[src/rtl/vga_osd_pkg.sv]
// Shared constants, state encoding and helpers for the OSD fill controller.
// Holds the default raster geometry and the address/coordinate widths.
package vga_osd_pkg;

  localparam int unsigned H_RES_DEF = 640;
  localparam int unsigned V_RES_DEF = 480;
  localparam int unsigned ADDR_W    = 19;
  localparam int unsigned X_W       = 10;
  localparam int unsigned Y_W       = 9;

  typedef enum logic [1:0] {
    StIdle,
    StClear,
    StFill,
    StDone
  } state_e;

  // y*k built from shifted copies of the constant k, so the row-base load needs only adders.
  function automatic logic [ADDR_W-1:0] row_base(input logic [Y_W-1:0] y, input int unsigned k);
    logic [ADDR_W-1:0] acc;
    logic [ADDR_W-1:0] step;
    acc  = '0;
    step = ADDR_W'(k);
    for (int i = 0; i < int'(Y_W); i++) begin
      if (y[i]) acc = acc + step;
      step = step << 1;
    end
    return acc;
  endfunction

endpackage

[src/rtl/vga_osd_addr_gen.sv]
// Raster-order address walker: x/y counters, row base and last-pixel flag.
// addr_o is itself a register, advanced by +1 along a line and by one row stride per line.
module vga_osd_addr_gen
  import vga_osd_pkg::*;
#(
  parameter int unsigned H_RES = H_RES_DEF
) (
  input  logic              clk_i,
  input  logic              rst_ni,
  input  logic              load_i,
  input  logic              step_i,
  input  logic [X_W-1:0]    x0_i,
  input  logic [X_W-1:0]    x1_i,
  input  logic [Y_W-1:0]    y0_i,
  input  logic [Y_W-1:0]    y1_i,
  output logic [ADDR_W-1:0] addr_o,
  output logic              last_o
);

  localparam logic [ADDR_W-1:0] HStep = ADDR_W'(H_RES);

  logic [X_W-1:0]    x_q, x_d, x0_q, x0_d, x1_q, x1_d;
  logic [Y_W-1:0]    y_q, y_d, y1_q, y1_d;
  logic [ADDR_W-1:0] row_q, row_d, addr_q, addr_d;

  always_comb begin
    x_d    = x_q;
    y_d    = y_q;
    x0_d   = x0_q;
    x1_d   = x1_q;
    y1_d   = y1_q;
    row_d  = row_q;
    addr_d = addr_q;
    if (load_i) begin
      x_d    = x0_i;
      y_d    = y0_i;
      x0_d   = x0_i;
      x1_d   = x1_i;
      y1_d   = y1_i;
      row_d  = row_base(y0_i, H_RES);
      addr_d = row_base(y0_i, H_RES) + ADDR_W'(x0_i);
    end else if (step_i) begin
      if (x_q == x1_q) begin
        x_d    = x0_q;
        y_d    = y_q + Y_W'(1);
        row_d  = row_q + HStep;
        addr_d = row_q + HStep + ADDR_W'(x0_q);
      end else begin
        x_d    = x_q + X_W'(1);
        addr_d = addr_q + ADDR_W'(1);
      end
    end
  end

  always_ff @(posedge clk_i or negedge rst_ni) begin
    if (!rst_ni) begin
      x_q    <= '0;
      y_q    <= '0;
      x0_q   <= '0;
      x1_q   <= '0;
      y1_q   <= '0;
      row_q  <= '0;
      addr_q <= '0;
    end else begin
      x_q    <= x_d;
      y_q    <= y_d;
      x0_q   <= x0_d;
      x1_q   <= x1_d;
      y1_q   <= y1_d;
      row_q  <= row_d;
      addr_q <= addr_d;
    end
  end

  assign addr_o = addr_q;
  assign last_o = (x_q == x1_q) && (y_q == y1_q);

endmodule

[src/rtl/vga_osd_fill_ctrl.sv]
// OSD RAM writer: rectangle fills and full-screen clears, one pixel per clock.
// Clear requests are latched and always win arbitration in IDLE.
module vga_osd_fill_ctrl
  import vga_osd_pkg::*;
#(
  parameter int unsigned H_RES = H_RES_DEF,
  parameter int unsigned V_RES = V_RES_DEF
) (
  input  logic              iCLK,
  input  logic              iRST_N,
  input  logic              iCMD_VALID,
  output logic              oCMD_READY,
  input  logic [X_W-1:0]    iCMD_X0,
  input  logic [X_W-1:0]    iCMD_X1,
  input  logic [Y_W-1:0]    iCMD_Y0,
  input  logic [Y_W-1:0]    iCMD_Y1,
  input  logic              iCMD_DATA,
  input  logic              iCLR_REQ,
  output logic [ADDR_W-1:0] oWR_ADDR,
  output logic              oWR_DATA,
  output logic              oWR_EN,
  output logic              oBUSY,
  output logic              oDONE,
  output logic              oERR
);

  localparam logic [X_W-1:0] XMax = X_W'(H_RES - 1);
  localparam logic [Y_W-1:0] YMax = Y_W'(V_RES - 1);

  state_e state_q, state_d;
  logic   pend_q, pend_d;
  logic   clr_prev_q, rdy_en_q;
  logic   wr_en_q, wr_en_d, wr_data_q, wr_data_d, done_q, done_d, err_q, err_d;

  logic           clr_rise, clr_pend, accept, cmd_bad, start_clr, start_fill;
  logic           ag_load, ag_step, ag_clr, ag_last;
  logic [X_W-1:0] ag_x0, ag_x1;
  logic [Y_W-1:0] ag_y0, ag_y1;

  assign clr_rise = iCLR_REQ && !clr_prev_q;
  // A pulse arriving this cycle already counts as pending, so it blocks acceptance now.
  assign clr_pend = pend_q || clr_rise;
  assign oCMD_READY = rdy_en_q && (state_q == StIdle) && !clr_pend;
  assign accept = iCMD_VALID && oCMD_READY;
  assign cmd_bad = (iCMD_X0 > iCMD_X1) || (iCMD_Y0 > iCMD_Y1) ||
                   (iCMD_X0 > XMax) || (iCMD_Y0 > YMax);
  assign start_clr  = (state_q == StIdle) && clr_pend;
  assign start_fill = accept && !cmd_bad;

  assign ag_x0 = ag_clr ? '0 : iCMD_X0;
  assign ag_x1 = ag_clr ? XMax : ((iCMD_X1 > XMax) ? XMax : iCMD_X1);
  assign ag_y0 = ag_clr ? '0 : iCMD_Y0;
  assign ag_y1 = ag_clr ? YMax : ((iCMD_Y1 > YMax) ? YMax : iCMD_Y1);

  always_ff @(posedge iCLK or negedge iRST_N) begin
    if (!iRST_N) state_q <= StIdle;
    else         state_q <= state_d;
  end

  always_comb begin
    state_d = state_q;
    unique case (state_q)
      StIdle: begin
        if (start_clr)       state_d = StClear;
        else if (start_fill) state_d = StFill;
      end
      StClear, StFill: if (ag_last) state_d = StDone;
      StDone:  state_d = StIdle;
      default: state_d = StIdle;
    endcase
  end

  always_comb begin
    wr_en_d   = 1'b0;
    wr_data_d = wr_data_q;
    done_d    = 1'b0;
    err_d     = 1'b0;
    ag_load   = 1'b0;
    ag_step   = 1'b0;
    ag_clr    = 1'b0;
    pend_d    = clr_pend && !start_clr;
    unique case (state_q)
      StIdle: begin
        if (start_clr) begin
          ag_load   = 1'b1;
          ag_clr    = 1'b1;
          wr_en_d   = 1'b1;
          wr_data_d = 1'b0;
        end else if (accept) begin
          if (cmd_bad) begin
            err_d = 1'b1;
          end else begin
            ag_load   = 1'b1;
            wr_en_d   = 1'b1;
            wr_data_d = iCMD_DATA;
          end
        end
      end
      StClear, StFill: begin
        if (ag_last) begin
          done_d = 1'b1;
        end else begin
          ag_step = 1'b1;
          wr_en_d = 1'b1;
        end
      end
      default: ;
    endcase
  end

  always_ff @(posedge iCLK or negedge iRST_N) begin
    if (!iRST_N) begin
      pend_q     <= 1'b0;
      clr_prev_q <= 1'b0;
      rdy_en_q   <= 1'b0;
      wr_en_q    <= 1'b0;
      wr_data_q  <= 1'b0;
      done_q     <= 1'b0;
      err_q      <= 1'b0;
    end else begin
      pend_q     <= pend_d;
      clr_prev_q <= iCLR_REQ;
      rdy_en_q   <= 1'b1;
      wr_en_q    <= wr_en_d;
      wr_data_q  <= wr_data_d;
      done_q     <= done_d;
      err_q      <= err_d;
    end
  end

  vga_osd_addr_gen #(
    .H_RES (H_RES)
  ) u_addr_gen (
    .clk_i  (iCLK),
    .rst_ni (iRST_N),
    .load_i (ag_load),
    .step_i (ag_step),
    .x0_i   (ag_x0),
    .x1_i   (ag_x1),
    .y0_i   (ag_y0),
    .y1_i   (ag_y1),
    .addr_o (oWR_ADDR),
    .last_o (ag_last)
  );

  assign oWR_EN   = wr_en_q;
  assign oWR_DATA = wr_data_q;
  assign oDONE    = done_q;
  assign oERR     = err_q;
  assign oBUSY    = (state_q == StClear) || (state_q == StFill);

endmodule
[config.mk]
export PLATFORM = sky130hd
export DESIGN_NAME = vga_osd_fill_ctrl
export DESIGN_NICKNAME = d
export VERILOG_FILES = /design/src/rtl/vga_osd_pkg.sv /design/src/rtl/vga_osd_addr_gen.sv /design/src/rtl/vga_osd_fill_ctrl.sv
export SDC_FILE = /design/constraint.sdc
export NUM_CORES = 1
export LEC_CHECK = 0
export CAP_MARGIN = 30
export CORE_ASPECT_RATIO = 1.75
export CORE_UTILIZATION = 50
export DETAILED_ROUTE_END_ITERATION = 16
export PLACE_DENSITY = 0.74
export SYNTH_ARGS = -nofsm -noshare
export SYNTH_HDL_FRONTEND = slang
export SYNTH_SLANG_ARGS = --single-unit
[constraint.sdc]
create_clock -name iCLK -period 6.8 [get_ports iCLK]
set_clock_uncertainty 0.15 [all_clocks]
set_input_delay 1.36 -clock iCLK [delete_from_list [all_inputs] [get_ports iCLK]]
set_output_delay 1.36 -clock iCLK [all_outputs]
set_load 0.02 [all_outputs]
==> metrics.yaml <==
synth_compound_area_frac: 0.196
fin_crit_ns: 6.30
finalSetupTns_ns: 0
final_layout_size_suffix_gt1_frac: 0.103
cp_slowest_cell: "or3b_1"
place_congestion: 0.924
rsz0062_at_grt: "false"
synth_area_leader_cell: "dfrtp_1"
cp_common_cell: "ha_1"
grtUsageTotal: 0.296
clockBufferDepth: 2
hold_viol: 0
first_iter_violations: 347
fin_ws_ns: 0.503
period_share: 0.926
synthAdderAreaFrac: 0.0745
core_um2: 12900
synth_cell_types: 80
worst_slew_pin_slew_ns: 1.01
fmax_mhz: 159
post-route-util: 0.624
synth-seq-cells: 88
num_antenna_cells: 0
place_hpwl_um: 14400
dp_cells: 1049
setup_viol: 0
grt_max_degree: 67
vdd_drop_max_mv: 0.190
synth-seq-area-share: 0.331
fillers: 1157
stdcell_count: 1068
yosys-top-cells-area: "dfrtp_1, ha_1, nand2_1"
firstDrtPassIters: 5
cp_num_buf_inv: 2
max_stage_delay_ns: 0.37
worstPathRequired_ns: 6.91
crit_type: "input pin to register"
drc_errors: 0
grt_pass1_wl_um: 31500
rows: 55
drv_cap: 0
die_h_um: 155
grt-ovfl-total: 0
avgViaCountPerCell: 6.00
hold_path.class: "register to register"
yosys.area_share.simple: 0.234
status: "finished, final reports clean"
cts_tree: "yes"
power.leakage_nw: 3.44
drv_slew: 0
clock_sinks: 88
wire_per_inst_um: 18.0
grt_pass1_vias: 6640
synthMuxAreaShare: 0.00639
die-area_um2: 13800
synth_edf_count: 0
antenna_found_initial: 0
io_pins: 68
worstPathArrival_ns: 6.41
area_growth_pct: 21.2
wirelength_um: 19200
nets: 974
crit_fanout: 3
syn-num-nets: 902
synth_top_family_by_area: "simple AND/OR/NAND/NOR gates"
yosys_warnings: 0
relSlewSlack: 0.315
power_density_nw_per_um2: 417
ys.flop_type: "dfrtp_1"
dieWidth_um: 89.2
synth_top_area_share: 0.331
synth_xor_area_frac: 0.107
clk_pin_slew_ns: 0.07
synth_cells: 820
vias: 6407
cts_buffers: 9
critPathTopFamily: "simple AND/OR/NAND/NOR gates"
worstSetupStartpointType: "input pin"
whs_ns: 0.337
root_buffer: "clkbuf_16"
initial_utilization: 0.514
portBuffers: 67
htree_levels: 3
syn_avg_cell_area_um2: 8.12
clkLatencyLatePin_ns: 0.34
cp-end-kind: "register"
synth_area_um2: 6660
place_ws_ns: -0.356
drtAntennaViolNets: 0
ctsHoldBuffers: 0
async_flop_share: 1.00
[routing by layer]
metal,GRT usage,part of all wire
met1,0.313,0.36
met3,0.0411,0.042
met2,0.542,0.55
met5,0,0
met4,0.166,0.051
[cells by family after synthesis]
| group | Yosys count |
|---|---|
| and+or+nand+nor | 334 |
| AOI/OAI and AO/OA | 196 |
| DFF | 88 |
| xor gates and xnor gates | 79 |
| buffers and inverters | 79 |
| adders and majority gates | 39 |
| muxes | 4 |
| other | 1 |
[cell usage in the layout, fill, tap and decap left out, types with 4 or more instances in the layout]
cell	n
nor4_1	7
a211oi_1	9
nand4_1	18
o22ai_1	5
ha_1	36
nor3b_1	5
o22a_1	7
a21oi_1	52
nand3_1	19
xnor2_1	42
o21ai_1	11
buf_4	41
nor3_1	24
nand2_1	112
o211ai_1	8
nand2b_1	5
inv_1	33
a31oi_1	10
dfrtp_1	88
xor2_1	34
o21ai_0	32
dlymetal6s2s_1	4
nor2b_1	4
clkbuf_16	9
o31ai_1	4
nor2_2	4
and3_1	10
a22o_1	4
nand3b_1	4
nor2_1	93
o311ai_0	4
o21a_1	9
clkdlybuf4s50_1	62
and2_1	7
[power by group]
group	leakage, nW	internal [mW]	switching (mW)
Combinational	2.23	0.832	1.05
Clock	0.147	0.289	0.218
Sequential	1.07	0.724	0.251
[metrics by stage]
step                      power (mW)  cell area (um2)
after CTS                       3.31             7960
final                           3.37             8070
after floorplan                 2.19             6700
after global placement          2.73             7650
after detailed placement        2.79             7650
after global routing            3.61             8070
[tightest hold or removal path, stage by stage (launching register included)]
cell and delay, ns:
dfrtp_1 0.35, nand2_1 0.05, nand2_1 0.06
[worst paths after layout]
path,from,to,slack (ns),cells past startpoint
setup / recovery,iCLR_REQ,u_addr_gen.addr_o[18],0.50,32
hold / removal,u_addr_gen.x0_q[3],u_addr_gen.x0_q[3],0.34,2
setup reg to reg,state_q[1],u_addr_gen.addr_o[18],0.93,32
hold reg to reg,u_addr_gen.x0_q[3],u_addr_gen.x0_q[3],0.34,2
max in group asynchronous,iRST_N,u_addr_gen.addr_o[3],4.63,2
min in group asynchronous,iRST_N,oWR_DATA,0.84,1
[area by class of cell]
cell class | instances | area [um2] | share of cell area
multi-input cells | 653 | 4250 | 0.526
repair buffers | 107 | 978 | 0.121
clock inverters | 7 | 77.6 | 0.00962
clock buffers | 9 | 225 | 0.0279
inverters | 33 | 124 | 0.0154
flip-flops and latches | 88 | 2200 | 0.273
well taps | 171 | 214 | 0.0265
[Yosys cell counts (all sizes together), types with 5 or more instances]
master,n
a211oi,11
a21oi,52
a31oi,11
and2,7
and3,10
buf,14
clkbuf,32
dfrtp,88
ha,38
inv,33
nand2,113
nand2b,7
nand3,20
nand4,18
nor2,97
nor2b,8
nor3,25
nor3b,5
nor4,8
o211ai,8
o21a,9
o21ai,45
o22a,7
o22ai,5
o31ai,5
xnor2,44
xor2,34
[flip-flops by register name, summed over array words and instances (netlist names), 2 cells and up]
name / cells
u_addr_gen.x1_q: 10
u_addr_gen.addr_o: 19
state_q: 2
u_addr_gen.y_q: 9
u_addr_gen.y1_q: 9
u_addr_gen.row_q: 12
u_addr_gen.x0_q: 10
u_addr_gen.x_q: 10
[repair_timing]
action	CTS	global route
setup buffers	1	2
endpoints found under the hold margin	0	0
endpoints found under the setup margin	1	5
resized for setup	0	21
pin swaps	1	14
(Power assumes the default switching activity.)
